<file path="config.mk">
export PLATFORM = sky130hd
export DESIGN_NAME = lava_multichannel
export DESIGN_NICKNAME = d
export VERILOG_FILES = /design/src/rtl/lava_multichannel.sv
export SDC_FILE = /design/constraint.sdc
export NUM_CORES = 1
export LEC_CHECK = 0
export ABC_AREA = 0
export CORE_ASPECT_RATIO = 0.9
export CORE_MARGIN = 3
export CORE_UTILIZATION = 55
export CTS_BUF_LIST = sky130_fd_sc_hd__clkbuf_8
export CTS_CLUSTER_DIAMETER = 100
export DETAILED_ROUTE_END_ITERATION = 16
export GPL_TIMING_DRIVEN = 0
export PLACE_DENSITY = 0.73
export SYNTH_ARGS = -nofsm -noshare
export SYNTH_HDL_FRONTEND = slang
export SYNTH_SLANG_ARGS = --single-unit
</file>
<file path="constraint.sdc">
create_clock -name clk_i -period 10.3 [get_ports clk_i]
set_clock_uncertainty 0.15 [all_clocks]
set_input_delay 1.545 -clock clk_i [delete_from_list [all_inputs] [get_ports clk_i]]
set_output_delay 1.545 -clock clk_i [all_outputs]
set_load 0.01 [all_outputs]
</file>
<file path="src/rtl/lava_multichannel.sv">
// LAVA sample selector for time-interleaved channels: emits a sample only when it
// moves far enough from that channel's last emitted value, through a show-ahead FIFO.
module lava_multichannel #(
   parameter int DATA_BITS           = 10,
   parameter int NUM_CHANNELS        = 4,
   parameter int SAMPLES_PER_CHANNEL = 3328,
   parameter int FIFO_DEPTH          = 8,
   localparam int CH_W  = (NUM_CHANNELS > 1) ? $clog2(NUM_CHANNELS) : 1,
   localparam int IDX_W = $clog2(SAMPLES_PER_CHANNEL),
   localparam int OUT_W = CH_W + IDX_W + DATA_BITS
) (
   input  logic                 clk_i,
   input  logic                 rst_ni,
   input  logic                 clear_i,
   input  logic                 mode_i,
   input  logic [DATA_BITS-1:0] threshold_i,
   input  logic [DATA_BITS-1:0] data_i,
   input  logic                 valid_i,
   output logic                 ready_o,
   output logic [OUT_W-1:0]     data_o,
   output logic                 valid_o,
   input  logic                 ready_i
);

   localparam int PTR_W = $clog2(FIFO_DEPTH);
   localparam int CNT_W = PTR_W + 1;
   localparam logic [CH_W-1:0]  CH_LAST  = CH_W'(NUM_CHANNELS - 1);
   localparam logic [IDX_W-1:0] IDX_LAST = IDX_W'(SAMPLES_PER_CHANNEL - 1);
   localparam logic [CNT_W-1:0] DEPTH    = CNT_W'(FIFO_DEPTH);

   logic [CH_W-1:0]      ch_q;
   logic [IDX_W-1:0]     idx_q;
   logic [DATA_BITS-1:0] ref_q [NUM_CHANNELS];

   logic [OUT_W-1:0] mem_q [FIFO_DEPTH];
   logic [PTR_W-1:0] wr_ptr_q;
   logic [PTR_W-1:0] rd_ptr_q;
   logic [CNT_W-1:0] cnt_q;

   logic [DATA_BITS-1:0] ref_cur;
   logic [DATA_BITS:0]   diff;
   logic [DATA_BITS:0]   mag;
   logic                 hit;
   logic                 beat;
   logic                 emit;
   logic                 pop;

   assign ref_cur = ref_q[ch_q];

   // Signed difference in one extra bit, then magnitude; cannot wrap.
   always_comb begin
      diff = {1'b0, data_i} - {1'b0, ref_cur};
      mag  = diff;
      if (diff[DATA_BITS]) begin
         mag = ~diff + {{DATA_BITS{1'b0}}, 1'b1};
      end
      hit = (mag >= {1'b0, threshold_i});
   end

   assign ready_o = rst_ni & ~clear_i & (cnt_q < DEPTH);
   assign beat    = valid_i & ready_o;
   assign emit    = beat & (mode_i | (idx_q == '0) | hit);
   assign valid_o = (cnt_q != '0);
   assign pop     = valid_o & ready_i;
   assign data_o  = valid_o ? mem_q[rd_ptr_q] : '0;

   always_ff @(posedge clk_i or negedge rst_ni) begin
      if (!rst_ni) begin
         ch_q  <= '0;
         idx_q <= '0;
      end else if (clear_i) begin
         ch_q  <= '0;
         idx_q <= '0;
      end else if (beat) begin
         if (ch_q == CH_LAST) begin
            ch_q  <= '0;
            idx_q <= (idx_q == IDX_LAST) ? '0 : idx_q + IDX_W'(1);
         end else begin
            ch_q <= ch_q + CH_W'(1);
         end
      end
   end

   always_ff @(posedge clk_i or negedge rst_ni) begin
      if (!rst_ni) begin
         for (int c = 0; c < NUM_CHANNELS; c++) ref_q[c] <= '0;
      end else if (clear_i) begin
         for (int c = 0; c < NUM_CHANNELS; c++) ref_q[c] <= '0;
      end else if (emit) begin
         ref_q[ch_q] <= data_i;
      end
   end

   always_ff @(posedge clk_i or negedge rst_ni) begin
      if (!rst_ni) begin
         wr_ptr_q <= '0;
         rd_ptr_q <= '0;
         cnt_q    <= '0;
      end else if (clear_i) begin
         wr_ptr_q <= '0;
         rd_ptr_q <= '0;
         cnt_q    <= '0;
      end else begin
         if (emit) wr_ptr_q <= wr_ptr_q + PTR_W'(1);
         if (pop)  rd_ptr_q <= rd_ptr_q + PTR_W'(1);
         cnt_q <= cnt_q + CNT_W'(emit) - CNT_W'(pop);
      end
   end

   // Storage needs no reset: the count alone decides what is visible.
   always_ff @(posedge clk_i) begin
      if (emit) mem_q[wr_ptr_q] <= {ch_q, idx_q, data_i};
   end

endmodule
</file>
# Word level (Yosys, flattened, before mapping)

Memory sizes are Yosys's and may differ from the RTL's.
Cells that the tools add are included.

Register bits after elaboration: 64
Bits in latches: 0
Memory bits (writable): 192
Memory bits (read-only): 0
Input bits: 26
Output and inout bits: 26
Logic and storage cells: 66
Memories: 1

Memory list:

| memory | words | bits a word | rd ports | clocked after memory_dff | wr ports | line | source |
|---|---|---|---|---|---|---|---|
| mem_q  | 8     | 24          | 1        | 0                        | 1        | 35   | `logic [OUT_W-1:0] mem_q [FIFO_DEPTH];` |

$add $sub $neg: 8
$mul: 0
Divide/modulo/power cells: 0
Magnitude comparators: 4
Equal/unequal tests: 2
Shifts and indexed selects: 0
Muxes and demuxes: 24
Bitwise operators: 10
Reduce and logical (&&, ||, !) cells: 8

Operators by type and width:

| kind                    | number |
|---|---|
| $mux W40                | 2 |
| $mux W12                | 4 |
| $bwmux W40              | 1 |
| $mux W10                | 3 |
| $mux W24                | 1 |
| $bmux W10 S2            | 1 |
| $demux W10 S2           | 1 |
| $add A12 B1 Y12 const B | 1 |
| $eq A12 B12 Y1 const B  | 1 |
| $logic_not A12 Y1       | 1 |
| $mux W3                 | 4 |
| $add A11 B1 Y11 const B | 1 |
| $ge A11 B10 Y1          | 1 |
| $mux W11                | 1 |
| $not A11 Y11            | 1 |
| $sub A10 B10 Y11        | 1 |
| $reduce_bool A2 Y1      | 4 |
| $add A3 B1 Y3 const B   | 2 |
| $mux W2                 | 3 |
| $and A1 B1 Y1           | 5 |
| $add A4 B1 Y4           | 1 |
| $lt A4 B4 Y1 const B    | 1 |
| $mux W4                 | 1 |
| $reduce_bool A4 Y1      | 1 |
| 11 further kinds        | 13 |

# Logic depth before layout (Yosys ltp)

Depth in word-level cells: 14
Gate-level depth with buffers: 26
Mapped depth without buffers: 23

# Worst setup path before layout

OpenSTA, ideal clock, no wires.

Path type: flip-flop to flip-flop
Start point: register ch_q[0]
End point: memory mem_q[2][0] (netlist name) (enable)
Library setup time: 475 ps
Arrival: 7168 ps
Data required time: 9675 ps
Slack: 2507 ps
Cell stages (with the launch flop): 20
Path through: dfrtp_1 -> buf_1 -> mux4_2 -> ha_1 -> inv_1 -> fa_1 -> a211oi_2 -> o211a_1 -> o311ai_0 -> a21o_1 -> clkbuf_1 -> mux2_2 -> ha_1 -> a211oi_1 -> o31ai_1 -> nand4_1 -> nand4_1 -> buf_6 -> o21ai_2 -> nor4b_1

Word-level cells in the longest chain between the ends: 13

RTL lines:

| item                                            | line | source |
|---|---|---|
| from (decl)                                     | 31   | `logic [CH_W-1:0] ch_q;` |
| from (signal assigned)                          | 79   | `ch_q <= ch_q + CH_W'(1);` |
| $not A2 Y3 (implied by the code) (*)            | 48   | `assign ref_cur = ref_q[ch_q];` |
| $bmux W10 S2 (*)                                | 48   |  |
| $mux W10 (implied by the code) (*) (2 in a row) | 48   |  |
| $sub A10 B10 Y11 (*)                            | 52   | `diff = {1'b0, data_i} - {1'b0, ref_cur};` |
| $not A11 Y11                                    | 55   | `mag = ~diff + {{DATA_BITS{1'b0}}, 1'b1};` |
| $add A11 B1 Y11                                 | 55   |  |
| $mux W11 (*)                                    | 54   | `if (diff[DATA_BITS]) begin` |
| $ge A11 B10 Y1 (*)                              | 57   | `hit = (mag >= {1'b0, threshold_i});` |
| $or A1 B1 Y1 (*)                                | 62   | `assign emit = beat & (mode_i \| (idx_q == '0) \| hit);` |
| $and A1 B1 Y1 (*)                               | 62   |  |
| $mux W1 (*)                                     | 112  | `if (emit) mem_q[wr_ptr_q] <= {ch_q, idx_q, data_i};` |
| $mux W1 (implied by the code) (*)               | 112  |  |
| to (decl)                                       | 35   |  |

Every way passes the cells marked *; elsewhere a longest branch is shown, timed or not. The select of a mux whose other input is x is not followed.

# Worst setup path after layout

Start point: register ch_q[0]
End point: register cnt_q[1]

Word-level cells in the longest chain between the ends: 14

RTL lines:

| item                                            | line | source |
|---|---|---|
| $not A2 Y3 (implied by the code) (*)            | 48   |  |
| $bmux W10 S2 (*)                                | 48   |  |
| $mux W10 (implied by the code) (*) (2 in a row) | 48   |  |
| $sub A10 B10 Y11 (*)                            | 52   |  |
| $not A11 Y11                                    | 55   |  |
| $add A11 B1 Y11                                 | 55   |  |
| $mux W11 (*)                                    | 54   |  |
| $ge A11 B10 Y1 (*)                              | 57   |  |
| $or A1 B1 Y1 (*)                                | 62   |  |
| $and A1 B1 Y1 (*)                               | 62   |  |
| $add A4 B1 Y4 (*)                               | 106  | `cnt_q <= cnt_q + CNT_W'(emit) - CNT_W'(pop);` |
| $sub A4 B1 Y4 (*)                               | 106  |  |
| $mux W4 (*)                                     | 99   | `end else if (clear_i) begin` |
| to (signal assigned)                            | 106  |  |
| to (decl)                                       | 38   | `logic [CNT_W-1:0] cnt_q;` |

Marks and branches as above.
A chain may end at the register's enable or synchronous reset.

==> summary.md <==
| Metric | Value |
|---|---|
| Post_cts resized | `0` |
| Rows | `50` |
| Routed Wire Length | `24500 µm` |
| CTS tree | `yes` |
| Sinks on Clock Net | `~260` |
| Final setup violating endpoints | `0` |
| ANT nets after route | `0` |
| 1st-pass router iterations | `4` |
| Largest cells by area after synthesis | `edfxtp_1 49%, dfrtp_1 14%, mux4_2 11%` |
| Antenna diodes | `0` |
| Critical path arrival | `7.41 ns` |
| GPL Wtd Cong | `0.861` |
| Setup crit start kind | `flip-flop` |
| Final worst setup slack | `3.11 ns` |
| Final hold violation count | `0` |
| LEAKAGE | `~5.2 nW` |
| Grt met2 use | `0.347` |
| Gate power share | `0.265` |
| First-pass GRT wire length | `39500 µm` |
| Die area | `23300 µm²` |
| Starting Density | `0.565` |
| GRT met3 Usage | `0.0388` |
| Layout filler cell count | `1453` |
| Gr usage total | `0.217` |
| Slew of the pin with the lowest slew margin | `just over 1 ns` |
| Post-synth top cells | `192 x edfxtp_1, 64 x dfrtp_1, 58 x mux4_2` |
| # placed instances | `1114` |
| DIE WIDTH | `between 150 and 200 µm` |
| Vias per inst | `between 5 and 6` |
| Hold buffer count at CTS | `0` |
| Met1 usage | `0.304` |
| Clock Power Share | `0.309` |
| Top-area cell type share of the netlist area | `0.487` |
| Fin util | `0.655` |
| Post-Syn Instances | `756` |
| Initial DRC Count | `between 500 and 600` |
| Crit. End Element | `flip-flop` |
| Net count after synthesis | `818` |
| Register area share after synthesis | `0.622` |
| Post-Layout Cell Count | `between 1000 and 1500` |
| Hold Crit Class | `flip-flop to flip-flop` |
| IO Pins | `52` |
| Dominant synthesized flop cell | `edfxtp_1` |
| Max Cap Violations | `0` |
| Root buf cell | `clkbuf_8` |
| WHS Path Cells | `2` |
| Sequential share of power | `0.426` |
| GR Overflow Total | `0` |
| Minimum clock period | `7.19 ns` |
| Total power | `2.70 mW` |
| VDD IR-drop max | `0.0000849 V` |
| CP Class | `flip-flop to flip-flop` |
| Pint | `1.93 mW` |
| Reg2Reg Setup Slack | `~3.1 ns` |
| Seq cells post-synth | `between 200 and 300` |
| Fin crit share | `0.698` |
| Sw Pwr | `770 µW` |
| Sw frac | `0.285` |
| Drt drc | `0` |
| Setup_tns | `0 ns` |
| Clk pin slew, worst setup/hold paths | `0.06 ns` |
| Post-Syn Area | `11800 µm²` |
| Hpwl dp | `16700 µm` |
| EDFF count, synth | `192` |
| H-tree lvl count | `2` |
| Largest net degree at the start of global routing | `66` |
| Status | `finished, final reports clean` |
| Clk buf depth | `3` |
| Core area | `21000 µm²` |
| Critical-path maximum fanout | `13` |
| Vias | `6912` |
| Vias in the first global route | `approximately 7200` |
| Die Y | `145 µm` |
| Syn-to-layout area delta | `16.0%` |
| Synth async-reset ratio | `0.250` |
| Max-slew violation count | `0` |
| Place WS | `between 2 and 3 ns` |
| Busiest grt layer | `met2` |
| IO buf count | `51` |
| Nets | `933` |
| Post-CTS setup buffers | `0` |
| WL per Instance | `20.6 µm` |
| RSZ-0062 raised after global routing | `no` |
| CTS buffer count | `41` |
| Skew-Pair Late Insertion Delay | `0.55 ns` |
| PD cells | `197 nW/µm²` |
| Relative slew slack | `0.330` |
| Maximum clock rate | `139 MHz` |
| Initial antenna violation count | `0` |
| Placed Area | `12900 µm²` |
| Synthesized area per cell | `around 16 µm²` |
| Finished Cell Area | `13700 µm²` |
| Library cells used by synthesis | `between 60 and 70` |
| Layout cells sized above 1 | `0.221` |
| Final hold slack | `0.395 ns` |
| Count leader, synth | `edfxtp_1` |
| YS warnings | `0` |
| Post-synth top area cell | `edfxtp_1` |
| CP required | `10.52 ns` |
| Worst Reg-to-Reg Cells | `23` |
## cell type report
class	count	area (µm²)	area share
inverters	40	150	0.0109
clock buffers	44	606	0.0441
well taps	286	358	0.0261
repair buffers	72	684	0.0498
clock inverters	29	184	0.0134
flip-flops and latches	256	7370	0.536
plain buffers	35	153	0.0111
multi-input cells	425	4230	0.308
## worst paths after layout
check                       endpoint      start
setup reg to reg            cnt_q[1]    ch_q[0]
min in group asynchronous  ref_q[36]     rst_ni
setup / recovery            cnt_q[1]    ch_q[0]
hold / removal             ref_q[20]  ref_q[20]
hold reg to reg            ref_q[20]  ref_q[20]
max in group asynchronous   cnt_q[1]     rst_ni
## state kept, by name, summed over array words and instances, names as in the netlist
signal,cells
mem_q,192
ref_q,40
idx_q,12
cnt_q,4
rd_ptr_q,3
wr_ptr_q,3
ch_q,2
## cells in the final DEF, fill, tap and decap left out, types with 5 or more instances in the layout
cell	instances
edfxtp_1	192
dfrtp_1	64
mux4_2	58
nor2_1	54
clkdlybuf4s50_1	50
inv_1	49
clkbuf_8	44
nor2b_1	40
ha_1	34
mux2i_1	29
nand2_1	28
buf_4	19
clkbuf_1	19
mux2_2	19
mux2_4	18
a21oi_1	17
o21ai_0	16
xnor2_1	15
buf_1	11
nand3_1	9
xor2_1	8
clkinv_2	8
clkinv_1	8
a21o_1	7
and3_1	6
a31oi_1	5
buf_6	5
nand4_1	5
## cell families (layout without fill, tap and decap cells)
| logic type | Yosys count | in the layout | synth area share |
|---|---|---|---|
| and+or+nand+nor | 170 | 170 | 0.0741 |
| xor gates and xnor gates | 24 | 24 | 0.0184 |
| AOI/OAI and AO/OA | 71 | 71 | 0.0448 |
| adders and majority gates | 36 | 36 | 0.0393 |
| DFF | 256 | 256 | 0.622 |
| buffers and inverters | 75 | 220 | 0.0256 |
| muxes | 124 | 124 | 0.176 |
## routing by layer
metal / part of all wire / wire length, µm / vias to the layer above
li1: - / - / 3117
met1: 0.43 / 10500 / 3503
met2: 0.49 / 11900 / 239
met3: 0.058 / 1430 / 53
met4: 0.026 / 642 / 0
met5: 0 / 0 / -
## critical path: stages (launching register included)
cell	delay (ns)
dfrtp_1	0.64
buf_1	0.72
mux4_2	0.60
ha_1	0.23
inv_1	0.09
fa_1	0.25
a211oi_2	0.12
o211a_1	0.27
o311ai_0	0.33
a21o_1	0.16
clkbuf_1	0.29
mux2_2	0.39
ha_1	0.27
a211oi_1	0.22
o31ai_1	0.12
nand4_1	0.09
nand4_1	0.19
buf_6	0.22
o21ai_2	0.54
ha_1	0.34
inv_1	0.06
ha_1	0.19
fa_1	0.41
nor2b_1	0.14
## power groups by stage
stage	Sequential, mW	Combinational (mW)	Clock (mW)
finish	1.15	0.715	0.835
global route	1.15	0.788	0.906
CTS	1.15	0.727	0.851
detailed placement	1.17	0.724	0
global placement	1.17	0.702	0
floorplan	1.17	0.466	0
(Power assumes the default switching activity.)
